$ cat src/rtl/clk_meter.sv
// Measures period and high time of a strobe/divided clock in clk cycles, with lock and timeout.
// Optional input synchronizer enabled by defining CLK_METER_SYNC_EN.
module clk_meter #(
  parameter int unsigned MAX_T  = 50000000,
  parameter int unsigned LOCK_N = 4,
  parameter int unsigned TOL    = 0,
  localparam int unsigned W     = $clog2(MAX_T + 1)
) (
  input  logic         clk,
  input  logic         rst,
  input  logic         ena,
  input  logic         sig_i,
  output logic         valid_o,
  output logic [W-1:0] period_o,
  output logic [W-1:0] high_o,
  output logic         locked_o,
  output logic         timeout_o
);

  localparam int unsigned MW = $clog2(LOCK_N + 1);

  typedef enum logic [1:0] {SEEK, RUN, TOUT} state_t;

  state_t          r_state;
  logic            r_s_d;
  logic [W-1:0]    r_cnt;
  logic [W-1:0]    r_hcnt;
  logic [W-1:0]    r_prev;
  logic            r_have_prev;
  logic [MW-1:0]   r_match;

  logic            w_s;
  logic            w_edge;
  logic [W:0]      w_diff;
  logic            w_match;
  logic [MW-1:0]   w_match_inc;

`ifdef CLK_METER_SYNC_EN
  logic [1:0] r_sync;

  always_ff @(posedge clk or posedge rst) begin
    if (rst) r_sync <= 2'b00;
    else     r_sync <= {r_sync[0], sig_i};
  end

  assign w_s = r_sync[1];
`else
  assign w_s = sig_i;
`endif

  assign w_edge = w_s & ~r_s_d;

  // Absolute period difference at W+1 bits so it can never wrap.
  always_comb begin
    w_diff = '0;
    if (r_cnt >= r_prev) w_diff = {1'b0, r_cnt} - {1'b0, r_prev};
    else                 w_diff = {1'b0, r_prev} - {1'b0, r_cnt};
  end

  assign w_match     = (w_diff <= (W+1)'(TOL));
  assign w_match_inc = (r_match == MW'(LOCK_N)) ? r_match : r_match + MW'(1);

  always_ff @(posedge clk or posedge rst) begin
    if (rst) begin
      r_state     <= SEEK;
      r_s_d       <= 1'b0;
      r_cnt       <= '0;
      r_hcnt      <= '0;
      r_prev      <= '0;
      r_have_prev <= 1'b0;
      r_match     <= '0;
      valid_o     <= 1'b0;
      period_o    <= '0;
      high_o      <= '0;
      locked_o    <= 1'b0;
      timeout_o   <= 1'b0;
    end else begin
      r_s_d   <= w_s;
      valid_o <= 1'b0;
      if (!ena) begin
        r_state     <= SEEK;
        r_cnt       <= '0;
        r_hcnt      <= '0;
        r_have_prev <= 1'b0;
        r_match     <= '0;
        locked_o    <= 1'b0;
        timeout_o   <= 1'b0;
      end else begin
        case (r_state)
          SEEK, TOUT: begin
            // First edge only arms the counters; nothing to report yet.
            if (w_edge) begin
              r_state   <= RUN;
              r_cnt     <= W'(1);
              r_hcnt    <= W'(1);
              timeout_o <= 1'b0;
            end
          end
          RUN: begin
            if (w_edge) begin
              period_o    <= r_cnt;
              high_o      <= r_hcnt;
              valid_o     <= 1'b1;
              r_prev      <= r_cnt;
              r_have_prev <= 1'b1;
              r_cnt       <= W'(1);
              r_hcnt      <= W'(1);
              if (r_have_prev) begin
                if (w_match) begin
                  r_match  <= w_match_inc;
                  locked_o <= (w_match_inc == MW'(LOCK_N));
                end else begin
                  r_match  <= '0;
                  locked_o <= 1'b0;
                end
              end
            end else if (r_cnt == W'(MAX_T)) begin
              r_state     <= TOUT;
              r_cnt       <= '0;
              r_hcnt      <= '0;
              r_have_prev <= 1'b0;
              r_match     <= '0;
              locked_o    <= 1'b0;
              timeout_o   <= 1'b1;
            end else begin
              r_cnt  <= r_cnt + W'(1);
              r_hcnt <= r_hcnt + W'(w_s);
            end
          end
          default: r_state <= SEEK;
        endcase
      end
    end
  end

endmodule

$ cat config.mk
export PLATFORM = sky130hd
export DESIGN_NAME = clk_meter
export DESIGN_NICKNAME = d
export VERILOG_FILES = /design/src/rtl/clk_meter.sv
export SDC_FILE = /design/constraint.sdc
export NUM_CORES = 1
export LEC_CHECK = 0
export ABC_AREA = 1
export BUFFER_PORTS_ARGS = -buffer_cell sky130_fd_sc_hd__buf_4
export CORE_ASPECT_RATIO = 2
export CORE_UTILIZATION = 48
export CTS_CLUSTER_SIZE = 12
export DETAILED_ROUTE_END_ITERATION = 10
export GPL_ROUTABILITY_DRIVEN = 0
export GPL_TIMING_DRIVEN = 0
export HOLD_SLACK_MARGIN = 0.05
export PLACE_DENSITY = 0.66
export SETUP_SLACK_MARGIN = 0.5
export SKIP_LAST_GASP = 1
export SLEW_MARGIN = 15
export SYNTH_ARGS = -nofsm -noshare
export SYNTH_HDL_FRONTEND = slang
export SYNTH_SLANG_ARGS = --single-unit
$ cat constraint.sdc
create_clock -name clk -period 6 [get_ports clk]
set_input_delay 0.6 -clock clk [delete_from_list [all_inputs] [get_ports clk]]
set_output_delay 0.6 -clock clk [all_outputs]
set_load 0.01 [all_outputs]
Word-level counts from Yosys, hierarchy flattened
Index checks and enable logic that the tools add are counted.
- eq/ne operators: 12
- add/subtract/negate cells: 5
- muxes and demuxes: 39
- reductions and logical operators: 8
- order comparisons: 2
- bitwise operators: 2
- operators by type and width (operator ; number):
    26-bit 2-to-1 mux ; 7
    26-bit one-hot mux with 2 select lines ; 2
    26-bit by 26-bit subtractor with 27-bit output ; 2
    27-bit by 1-bit less-or-equal comparator with 1-bit output, second input constant ; 1
    27-bit 2-to-1 mux ; 1
    26-bit by 1-bit adder with 26-bit output ; 1
    26-bit by 1-bit adder with 26-bit output, second input constant ; 1
    26-bit equality test, second input constant ; 1
    26-bit greater-or-equal comparator ; 1
    3-bit 2-to-1 mux ; 7
    1-bit 2-to-1 mux ; 16
    3-bit inequality test, second input constant ; 4
    3-bit AND reduction ; 3
    2-bit 2-to-1 mux ; 4
    3-bit equality test, second input constant ; 2
    3-bit by 1-bit inequality test with 1-bit output, second input constant ; 2
    2-bit one-hot mux with 2 select lines ; 1
    2-bit AND reduction ; 2
    4-bit AND reduction ; 1
    3-bit by 1-bit adder with 3-bit output, second input constant ; 1
    2-bit by 1-bit equality test with 1-bit output, second input constant ; 1
    2-bit equality test, second input constant ; 1
    2-bit zero test ; 1
    2-bit by 1-bit inequality test with 1-bit output, second input constant ; 1
    4 further kinds ; 4
- flip-flop bits (word level): 114
- input bits: 4
- word-level logic and storage cells: 79

Logic depth before layout (Yosys ltp)
Gate-level depths: netlist of run 1.
- depth after elaboration: 8
- gate-level depth with buffers: 20

Least setup slack after synthesis of run 1
No wires, ideal clock.
- path kind: register to register
- from: reg r_prev[9]
- to: reg locked_o
- setup slack: 3.808 ns
- data arrival time: 2.126 ns
- clock period less this slack: 2.192 ns
- setup time: 0.066 ns
- cell stages (with the launch flop): 19
- cell sequence: dfrtp_1 inv_1 ha_1 buf_2 nand2_2 inv_2 nand2_1 nand2_1 inv_2 nand3_2 nand2_2 nand3_2 nor2_2 nand3_1 nor2_1 nor2_1 nor2_4 nand4_1 nand2_1
- longest elaborated chain between the ends: 8
- elaborated cells on any way between the ends: 10
- those cells by class: 2 x add/sub; 2 x order compare; 6 x mux
- RTL lines (item ; RTL line ; RTL):
    from (decl) ; 28 ; logic [W-1:0] r_prev;
    from (signal assigned) ; 104 ; r_prev <= r_cnt;
    26-bit by 26-bit subtractor with 27-bit output (tied with other cells) ; 57 ; else w_diff = {1'b0, r_prev} - {1'b0, r_cnt};
    27-bit 2-to-1 mux (*) ; 56 ; if (r_cnt >= r_prev) w_diff = {1'b0, r_cnt} - {1'b0, r_prev};
    27-bit by 1-bit less-or-equal comparator with 1-bit output (*) ; 60 ; assign w_match = (w_diff <= (W+1)'(TOL));
    1-bit 2-to-1 mux (*) ; 109 ; if (w_match) begin
    1-bit 2-to-1 mux (*) ; 108 ; if (r_have_prev) begin
    1-bit 2-to-1 mux (*) ; 100 ; if (w_edge) begin
    1-bit 2-to-1 mux (*) ; 89 ; case (r_state)
    1-bit 2-to-1 mux (*) ; 80 ; if (!ena) begin
    to (signal assigned) ; 111 ; locked_o <= (w_match_inc == MW'(LOCK_N));
    to (decl) ; 16 ; output logic locked_o,
Every way passes the cells marked *; elsewhere a longest branch is shown, timed or not. The select of a mux whose other input is x is not followed.
A chain may end at the register's enable or synchronous reset.

Worst setup path in the final report of run 1
- from: reg r_prev[18]
- to: reg r_match[1]
- longest elaborated chain between the ends: 8
- elaborated cells on any way between the ends: 10
- those cells by class: 2 x add/sub; 2 x order compare; 6 x mux
- RTL lines (item ; RTL line ; RTL):
    26-bit by 26-bit subtractor with 27-bit output (tied with other cells) ; 57 ;
    27-bit 2-to-1 mux (*) ; 56 ;
    27-bit by 1-bit less-or-equal comparator with 1-bit output (*) ; 60 ;
    3-bit 2-to-1 mux (*) ; 109 ;
    3-bit 2-to-1 mux (*) ; 108 ;
    3-bit 2-to-1 mux (*) ; 100 ;
    3-bit 2-to-1 mux (*) ; 89 ;
    3-bit 2-to-1 mux (*) ; 80 ;
    to (signal assigned) ; 110 ; r_match <= w_match_inc;
    to (decl) ; 30 ; logic [MW-1:0] r_match;
Marked as above.

==> results of run 1 <==
-- final timing paths --
check	from	to	slack, ns	depth (start not counted)
worst max-delay path	r_prev[18]$_DFFE_PP0P_	r_match[1]$_DFFE_PP0P_	2.94	14
worst max register to register	r_prev[18]$_DFFE_PP0P_	r_match[1]$_DFFE_PP0P_	2.94	14
min in group clk	sig_i	r_s_d$_DFF_PP0_	0.28	1
max in group asynchronous	rst	high_o[23]$_DFFE_PP0P_	5.17	3
worst min register to register	high_o[23]$_DFFE_PP0P_	high_o[23]$_DFFE_PP0P_	0.48	2
worst min-delay path	rst	high_o[14]$_DFFE_PP0P_	0.12	2
-- report_power, final --
| part | switching, mW | total [mW] | internal (mW) |
|---|---|---|---|
| clock | 0.363 | 1.16 | 0.797 |
| combinational | 1.22 | 1.82 | 0.596 |
| sequential | 0.0824 | 0.939 | 0.857 |
| total | 1.66 | 3.91 | 2.25 |
-- layout by cell type (no fill, tap or decap), drive strengths merged, types with 10 or more instances in the layout --
cell | Yosys | routed
o21ai | 76 | 76
inv | 264 | 264
nor2 | 133 | 133
buf | 12 | 71
ha | 58 | 58
clkbuf | 14 | 45
nand3 | 82 | 82
nand4 | 28 | 28
nor3 | 32 | 32
dfrtp | 114 | 114
a211oi | 10 | 10
a21oi | 54 | 54
xor2 | 20 | 20
nand2 | 492 | 492
-- routing by layer --
metal	global-route usage	routed length, um	vias up
met2	0.6013	16020	240
met4	0.2554	2557	0
met3	0.03149	748	123
met5	0	0	-
met1	0.2932	10190	4279
li1	-	-	4611
-- cell families after synthesis --
| family | share of synthesized area |
|---|---|
| flops | 0.3116 |
| simple gates | 0.3685 |
| xor+xnor | 0.02583 |
| compound gates | 0.09169 |
| fa+ha+maj | 0.07926 |
| buf+inv | 0.1231 |
-- registers in the layout, summed over array words and instances, names as in the netlist --
| register | cells |
|---|---|
| high_o | 26 |
| r_hcnt | 26 |
| locked_o | 1 |
| r_match | 3 |
| r_state | 2 |
| r_s_d | 1 |
| valid_o | 1 |
| r_cnt | 26 |
| r_prev | 26 |
| timeout_o | 1 |
| r_have_prev | 1 |
-- area by class of cell --
| cell class | count | share of cell area |
|---|---|---|
| sequential | 114 | 0.2680 |
| clock buffer | 31 | 0.06558 |
| timing repair buffer | 59 | 0.04348 |
| multi-input combinational | 1018 | 0.4862 |
| clock inverter | 1 | 0.0004701 |
| buffer | 26 | 0.01140 |
| inverter | 268 | 0.09496 |
| tap | 255 | 0.02997 |
-- worst max-delay path, cell delays in order, from the launching register on --
cell and delay, ns:
dfrtp_1 0.40, inv_1 0.08, ha_1 0.44, nand2_2 0.14
nor2_2 0.25, nand2_2 0.17, nor2_2 0.20, nand3b_4 0.16
nand4_4 0.24, nand2_1 0.08, nand2_1 0.21, nand2_1 0.15
nor2_2 0.23, nand4_1 0.14, nand2_1 0.08
-- per-stage QoR --
step	setup slack, ns	util	std cells	cell area (um^2)	power [mW]
6_report	2.945	0.5680	1772	10650	3.915
3_3_place_gp	0.9718	0.5287	1739	9911	2.710
4_1_cts	3.025	0.5680	1772	10650	3.901
5_1_grt	2.758	0.5680	1772	10650	4.188
2_1_floorplan	2.384	-	1426	9156	2.175
3_5_place_dp	3.034	0.5305	1740	9943	2.733
==> impl_metrics.tcl, run 1 <==
set metrics [dict create \
    synth_top_area_share 0.3116 \
    worstMarginPinSlew_ns 0.7746 \
    hold_class "in -> async" \
    area_growth_pct 16.28 \
    regArea_um2 2853 \
    max_freq_mhz 327.3 \
    powerDensity_nw_per_um2 367.7 \
    synthTopCellsByArea "dfrtp_1, nand2_1, inv_1" \
    fin_skew_ns 0.01305 \
    whs_ns 0.1241 \
    finalSetupViolations 0 \
    avgSynthCellArea_um2 6.421 \
    vias 9253 \
    synth_flop_cell "dfrtp_1" \
    num-fill-cells 1890 \
    grt_pass1_wl_um 46860 \
    finalSetupTns_ns 0 \
    grt_overflow 0 \
    cap_violations 0 \
    postSynthCellCount 1426 \
    relSlewSlack 0.4836 \
    drtAntennaViolNets 0 \
    die_area_um2 19660 \
    clock_sinks 114 \
    routed_via_density 5.222 \
    crit_fanout 9 \
    synth_seq_cells 114 \
    io_pins 59 \
    num_rows 71 \
    synth_edf_count 0 \
    cts-root-buf "clkbuf_16" \
    cts_buffer_depth 3 \
    cts_tree "done" \
    drc 0 \
    cp.arrival_ns 3.45 \
    layout-drive-gt1-share 0.1134 \
    final-hold-violation-count 0 \
    leakagePower_nw 5.547 \
    ys_seq_area_frac 0.3116 \
    die_x_um 99.66 \
    routed_wl_um 29510 \
    worst_setup_path_end_kind "flip-flop" \
    synthesis.area_um2 9156 \
    async_flop_share 1.000 \
    status "finished clean" \
    start_util 0.4885 \
    min_period_ns 3.056 \
    rsz0062_at_grt "no" \
    multi_input_area_um2 5176 \
    synth_fp_nets 1488 \
    grt_pass1_vias 9512 \
    post-dp-hpwl_um 23670 \
    diodes 0 \
    required_ns 6.39 \
    port_buffers 58 \
    synthMostInstantiatedCell "nand2_1" \
    startpoint_type "flip-flop" \
    drt-initial-drc-count 499 \
    cts_setup_buffers 0 \
    fp.coreArea_um2 18740 \
    cts-resized-gates 0 \
    period_share 0.5093 \
    synth_common_cells "nand2_1, inv_1, dfrtp_1, nor2_1, nand3_1" \
    insertion_delay_ns 0.46 \
    cts_hold_buf 0 \
    cts_made_buffers 25 \
    yosys.area.top_type "dfrtp_1" \
    grt_use_total 0.3147 \
    slew_viol_final 0 \
    synth_warnings 0 \
    crit_type "reg -> reg" \
    antenna_found_initial 0 \
    htreeDepth 4 \
    die-height_um 197.3 \
    grt_max_degree 82 \
    clk_pin_slew_ns 0.05 \
    post_drt_wl_per_cell_um 16.66 \
    ir_worst_vdd_mv 0.2859 \
    firstDrtPassIters 5 \
    final_nets 1574 \
    synth_cell_type_count 42 \
]
Power figures use the tool's default switching activity.
==> run 2: changes to the inputs <==
- PLACE_DENSITY: 0.66 -> 0.68
- clock period: 6 -> 2.6 ns (I/O delays scaled with it)
==> impl_metrics.tcl, run 2 (synthesized netlist as in run 1, its figures left out) <==
set metrics [dict create \
    finalSetupTns_ns 0 \
    grt_use_total 0.3314 \
    mostFrequentLayoutCell "nand2_1" \
    powerDensity_nw_per_um2 815.3 \
    crit_chain "inv_2 > ha_4 > buf_6 > nand2_2 > nand2_2 > nand2_2 > nand2_2 > a21oi_4 > nand4_4 > nand2_1 > nand2_1 > nor2_2 > nand2_2 > nor2_4 > nand4_1 > nand2_1" \
    ir_worst_vdd_mv 0.6589 \
    io_pins 59 \
    min_period_ns 2.517 \
    sequentialPowerShare 0.196 \
    vias 10300 \
    combPwrFrac 0.560 \
    final_nets 1711 \
    post-dp-hpwl_um 23990 \
    finalSetupViolations 0 \
    layout-drive-gt1-share 0.3432 \
    totalPowerFinal_mw 10.82 \
    fp.coreArea_um2 18740 \
    required_ns 2.98 \
    relSlewSlack 0.5464 \
    startpoint_type "flip-flop" \
    grt_pass1_vias 10180 \
    diodes 0 \
    p_sw_frac 0.4368 \
    cts-root-buf "clkbuf_16" \
    area_growth_pct 44.98 \
    start_util 0.4885 \
    switchingPower_mw 4.727 \
    hold_class "in -> reg" \
    internal-power_mw 6.096 \
    num-fill-cells 1471 \
    cts_buffer_depth 3 \
    crit_type "reg -> reg" \
    routed_via_density 5.391 \
    max_freq_mhz 397.4 \
    crit_top_cell "nand2_2" \
    drtAntennaViolNets 0 \
    startpoint "r_prev[19]$_DFFE_PP0P_" \
    slew_viol_final 0 \
    htreeDepth 4 \
    firstDrtPassIters 8 \
    cts_tree "done" \
    rsz0062_at_grt "yes" \
    antenna_found_initial 0 \
    slowest_delay_ns 0.40 \
    r2r-start "r_prev[19]$_DFFE_PP0P_" \
    cp_top_family "simple AND/OR/NAND/NOR gates" \
    placed_cell_area_um2 10180 \
    die_x_um 99.66 \
    crit_fanout 7 \
    layout_common_cells "nand2_1, inv_1, buf_4" \
    num_rows 71 \
    cts_made_buffers 25 \
    critPathBufInv 2 \
    die-height_um 197.3 \
    drt-initial-drc-count 493 \
    worst_setup_path_end_kind "flip-flop" \
    routed_wl_um 34080 \
    grt_max_degree 36 \
    cap_violations 0 \
    post_drt_wl_per_cell_um 17.84 \
    leakagePower_nw 6.532 \
    finalCoreUtilization 0.7082 \
    fin_skew_ns 0.01449 \
    grt_overflow 0 \
    status "finished with violations" \
    min_from "ena" \
    clkPwrFrac 0.244 \
    worstMarginPinSlew_ns 0.6804 \
    clk_pin_slew_ns 0.05 \
    clock_sinks 114 \
    violations "DRC" \
    drc 2 \
    grt_pass1_wl_um 49530 \
    final-hold-violation-count 0 \
    die_area_um2 19660 \
    insertion_delay_ns 0.46 \
    final_area_um2 13280 \
    period_share 0.9679 \
    crit_slowest_cell "dfrtp_1" \
    port_buffers 58 \
    cp.arrival_ns 2.90 \
]
run 2: cell count changes in the layout (fill, tap and decap cells not counted), moves of 27 or more:
cell and change:
nand2_4 +27, inv_1 -30, ha_1 -35, nor2_4 +29
ha_4 +27, buf_4 +119, nand2_2 +53, nor2_1 -34
nand2_1 -83
run 2: routing by layer:
metal / wire [um] / GRT usage / vias to the layer above
met5: 0 / 0 / -
met3: 1163 / 0.03008 / 203
li1: - / - / 4894
met4: 3421 / 0.3170 / 0
met2: 18450 / 0.6166 / 364
met1: 11040 / 0.3056 / 4836
run 2: timing repair:
action                                 in CTS  in global routing
setup buffers                              64                 67
setup endpoints to repair                  81                 93
cloned                                      0                  2
resized for setup                         179                181
endpoints found under the hold margin      19                  0
pin swaps                                  60                 74
hold buffers                                2                  0
run 2: path summary, 6_finish.rpt:
kind,endpoint,slack (ns),cells after the start
max in group asynchronous,r_cnt[1]$_DFFE_PP0P_,1.61,4
min in group asynchronous,r_hcnt[21]$_DFFE_PP0P_,0.42,3
worst min register to register,high_o[5]$_DFFE_PP0P_,0.49,2
worst min-delay path,timeout_o$_DFFE_PP0P_,0.14,3
worst max register to register,r_match[0]$_DFFE_PP0P_,0.08,16
worst max-delay path,r_match[0]$_DFFE_PP0P_,0.08,16
run 2: per-stage QoR:
stage               setup slack (ns)  hold slack [ns]  cells
global placement             -0.2970           0.3968   1739
global route               -0.008498           0.1649   1910
finish                       0.08341           0.1385   1910
floorplan                     0.4860           0.2914   1426
detailed placement           -0.3321           0.3384   1742
CTS                           0.1508           0.1333   1841
run 2: worst reg2reg max path: cells and delay by family (launching register included):
| kind | cells | cell delay [ns] |
|---|---|---|
| AOI/OAI and AO/OA | 1 | 0.26 |
| adders and majority gates | 1 | 0.20 |
| buffers and inverters | 2 | 0.22 |
| DFF | 1 | 0.40 |
| and+or+nand+nor | 12 | 1.37 |
run 2: cell type report:
type	count	area (um^2)	area share
Multi-Input combinational cell	1018	6511	0.4905
Clock buffer	30	664.4	0.05005
Timing Repair Buffer	196	1609	0.1212
Sequential cell	114	2877	0.2167
Inverter	268	1039	0.07823
Clock inverter	3	15.01	0.001131
Tap cell	255	319.1	0.02403
Buffer	26	241.5	0.01819
run 2: power by group through the flow:
stage	combinational, mW	sequential (mW)	clock [mW]
final	6.06	2.13	2.64
after global routing	6.54	2.15	2.73
after CTS	5.06	2.12	2.64
after detailed placement	4.32	2.19	0
after global placement	4.26	2.19	0
after floorplan	2.98	2.23	0
==> run 3: changes to the inputs <==
- PLACE_DENSITY: 0.68 -> 0.66
- clock period: 2.6 -> 2.7 ns (I/O delays scaled with it)
==> impl_metrics.tcl, run 3 (synthesized netlist as in run 1, its figures left out) <==
set metrics [dict create \
    crit_chain "ha_4 > nand2_2 > nor2_4 > nand2_4 > nor2_4 > nand3b_4 > nand4_4 > nand2_1 > nand2_2 > nand2_2 > nor2_4 > nand4_1 > nand2_1" \
    cp.arrival_ns 2.94 \
    layout-drive-gt1-share 0.2742 \
    crit_fanout 8 \
    diodes 0 \
    leakagePower_nw 6.145 \
    relSlewSlack 0.4939 \
    whs_ns 0.1591 \
    cp_top_family "simple AND/OR/NAND/NOR gates" \
    vias 9854 \
    drtAntennaViolNets 0 \
    ir_worst_vdd_mv 0.6978 \
    fp.coreArea_um2 18740 \
    grt_pass1_vias 9779 \
    die_area_um2 19660 \
    clk_pin_slew_ns 0.05 \
    crit_slowest_cell "dfrtp_1" \
    layout_common_cells "nand2_1, inv_1, buf_4" \
    io_pins 59 \
    cts_made_buffers 25 \
    die-height_um 197.3 \
    regArea_um2 2867 \
    required_ns 3.09 \
    powerDensity_nw_per_um2 812.1 \
    clock_sinks 114 \
    port_buffers 58 \
    cts-root-buf "clkbuf_16" \
    period_share 0.9450 \
    max_freq_mhz 391.9 \
    grt_overflow 0 \
    cap_violations 0 \
    worstMarginPinSlew_ns 0.7575 \
    startpoint_type "flip-flop" \
    hold_class "in -> reg" \
    worst_setup_path_end_kind "flip-flop" \
    finalSetupViolations 0 \
    cts_tree "done" \
    grt_pass1_wl_um 48010 \
    antenna_found_initial 0 \
    final-hold-violation-count 0 \
    finalSetupTns_ns 0 \
    grt_use_total 0.3214 \
    post_drt_wl_per_cell_um 17.42 \
    htreeDepth 4 \
    rsz0062_at_grt "yes" \
    min_period_ns 2.552 \
    routed_via_density 5.341 \
    routed_wl_um 32140 \
    slowest_delay_ns 0.45 \
    fin_skew_ns 0.01643 \
    slew_viol_final 0 \
    drt-initial-drc-count 568 \
    area_growth_pct 35.35 \
    multi_input_area_um2 6225 \
    status "finished clean" \
    num_rows 71 \
    insertion_delay_ns 0.46 \
    firstDrtPassIters 5 \
    start_util 0.4885 \
    final_nets 1646 \
    drc 0 \
    mostFrequentLayoutCell "nand2_1" \
    num-fill-cells 1656 \
    cts_buffer_depth 3 \
    die_x_um 99.66 \
    critPathBufInv 0 \
    grt_max_degree 36 \
    post-dp-hpwl_um 23890 \
    crit_type "reg -> reg" \
]
run 3: where the power goes:
group / switching, mW / internal [mW] / leakage [nW]
clock: 0.833 / 1.75 / 0.347
combinational: 3.40 / 2.03 / 4.28
sequential: 0.140 / 1.90 / 1.52
run 3: final timing paths:
kind / endpoint / depth (start not counted) / startpoint / slack (ns)
worst max-delay path: r_match[0]$_DFFE_PP0P_ / 13 / r_cnt[21]$_DFFE_PP0P_ / 0.15
worst min-delay path: timeout_o$_DFFE_PP0P_ / 3 / ena / 0.16
max in group asynchronous: r_cnt[9]$_DFFE_PP0P_ / 5 / rst / 1.40
min in group asynchronous: r_prev[25]$_DFFE_PP0P_ / 3 / rst / 0.50
worst min register to register: high_o[11]$_DFFE_PP0P_ / 2 / high_o[11]$_DFFE_PP0P_ / 0.48
worst max register to register: r_match[0]$_DFFE_PP0P_ / 13 / r_cnt[21]$_DFFE_PP0P_ / 0.15
run 3: area by class of cell:
cell class | count | share of cell area
sequential | 114 | 0.2313
inverter | 268 | 0.08208
buffer | 26 | 0.01686
multi-input combinational | 1018 | 0.5023
clock inverter | 2 | 0.0008077
clock buffer | 31 | 0.05553
timing repair buffer | 131 | 0.08541
tap | 255 | 0.02574
run 3: metrics by stage:
stage / cells / setup WS [ns] / instance area [um^2] / power [mW] / util
floorplan: 1426 / 0.5082 / 9160 / 4.834 / -
global placement: 1739 / -0.2512 / 9915 / 6.020 / 0.5289
detailed placement: 1742 / -0.2701 / 9982 / 6.077 / 0.5325
CTS: 1816 / 0.2243 / 11630 / 9.289 / 0.6205
global route: 1845 / 0.05491 / 12390 / 10.63 / 0.6612
finish: 1845 / 0.1484 / 12390 / 10.06 / 0.6612
run 3: repair_timing:
action	4_1_cts	5_1_grt
pin swaps	40	44
hold buffers	2	0
buffers inserted	39	29
gates cloned	0	0
endpoints found under the hold margin	32	0
setup endpoints to repair	79	76
gates resized for setup	159	147
run 3: per-layer routing:
layer | share of wire | GRT usage | vias up
met5 | 0 | 0 | -
met4 | 0.079 | 0.2761 | 0
met3 | 0.040 | 0.02335 | 133
met2 | 0.55 | 0.6110 | 326
met1 | 0.33 | 0.3015 | 4635
li1 | - | - | 4760
run 3: worst min-delay path, delay by kind of cell:
family | cells | cell delay [ns]
simple gates | 2 | 0.18
buf+inv | 1 | 0.12
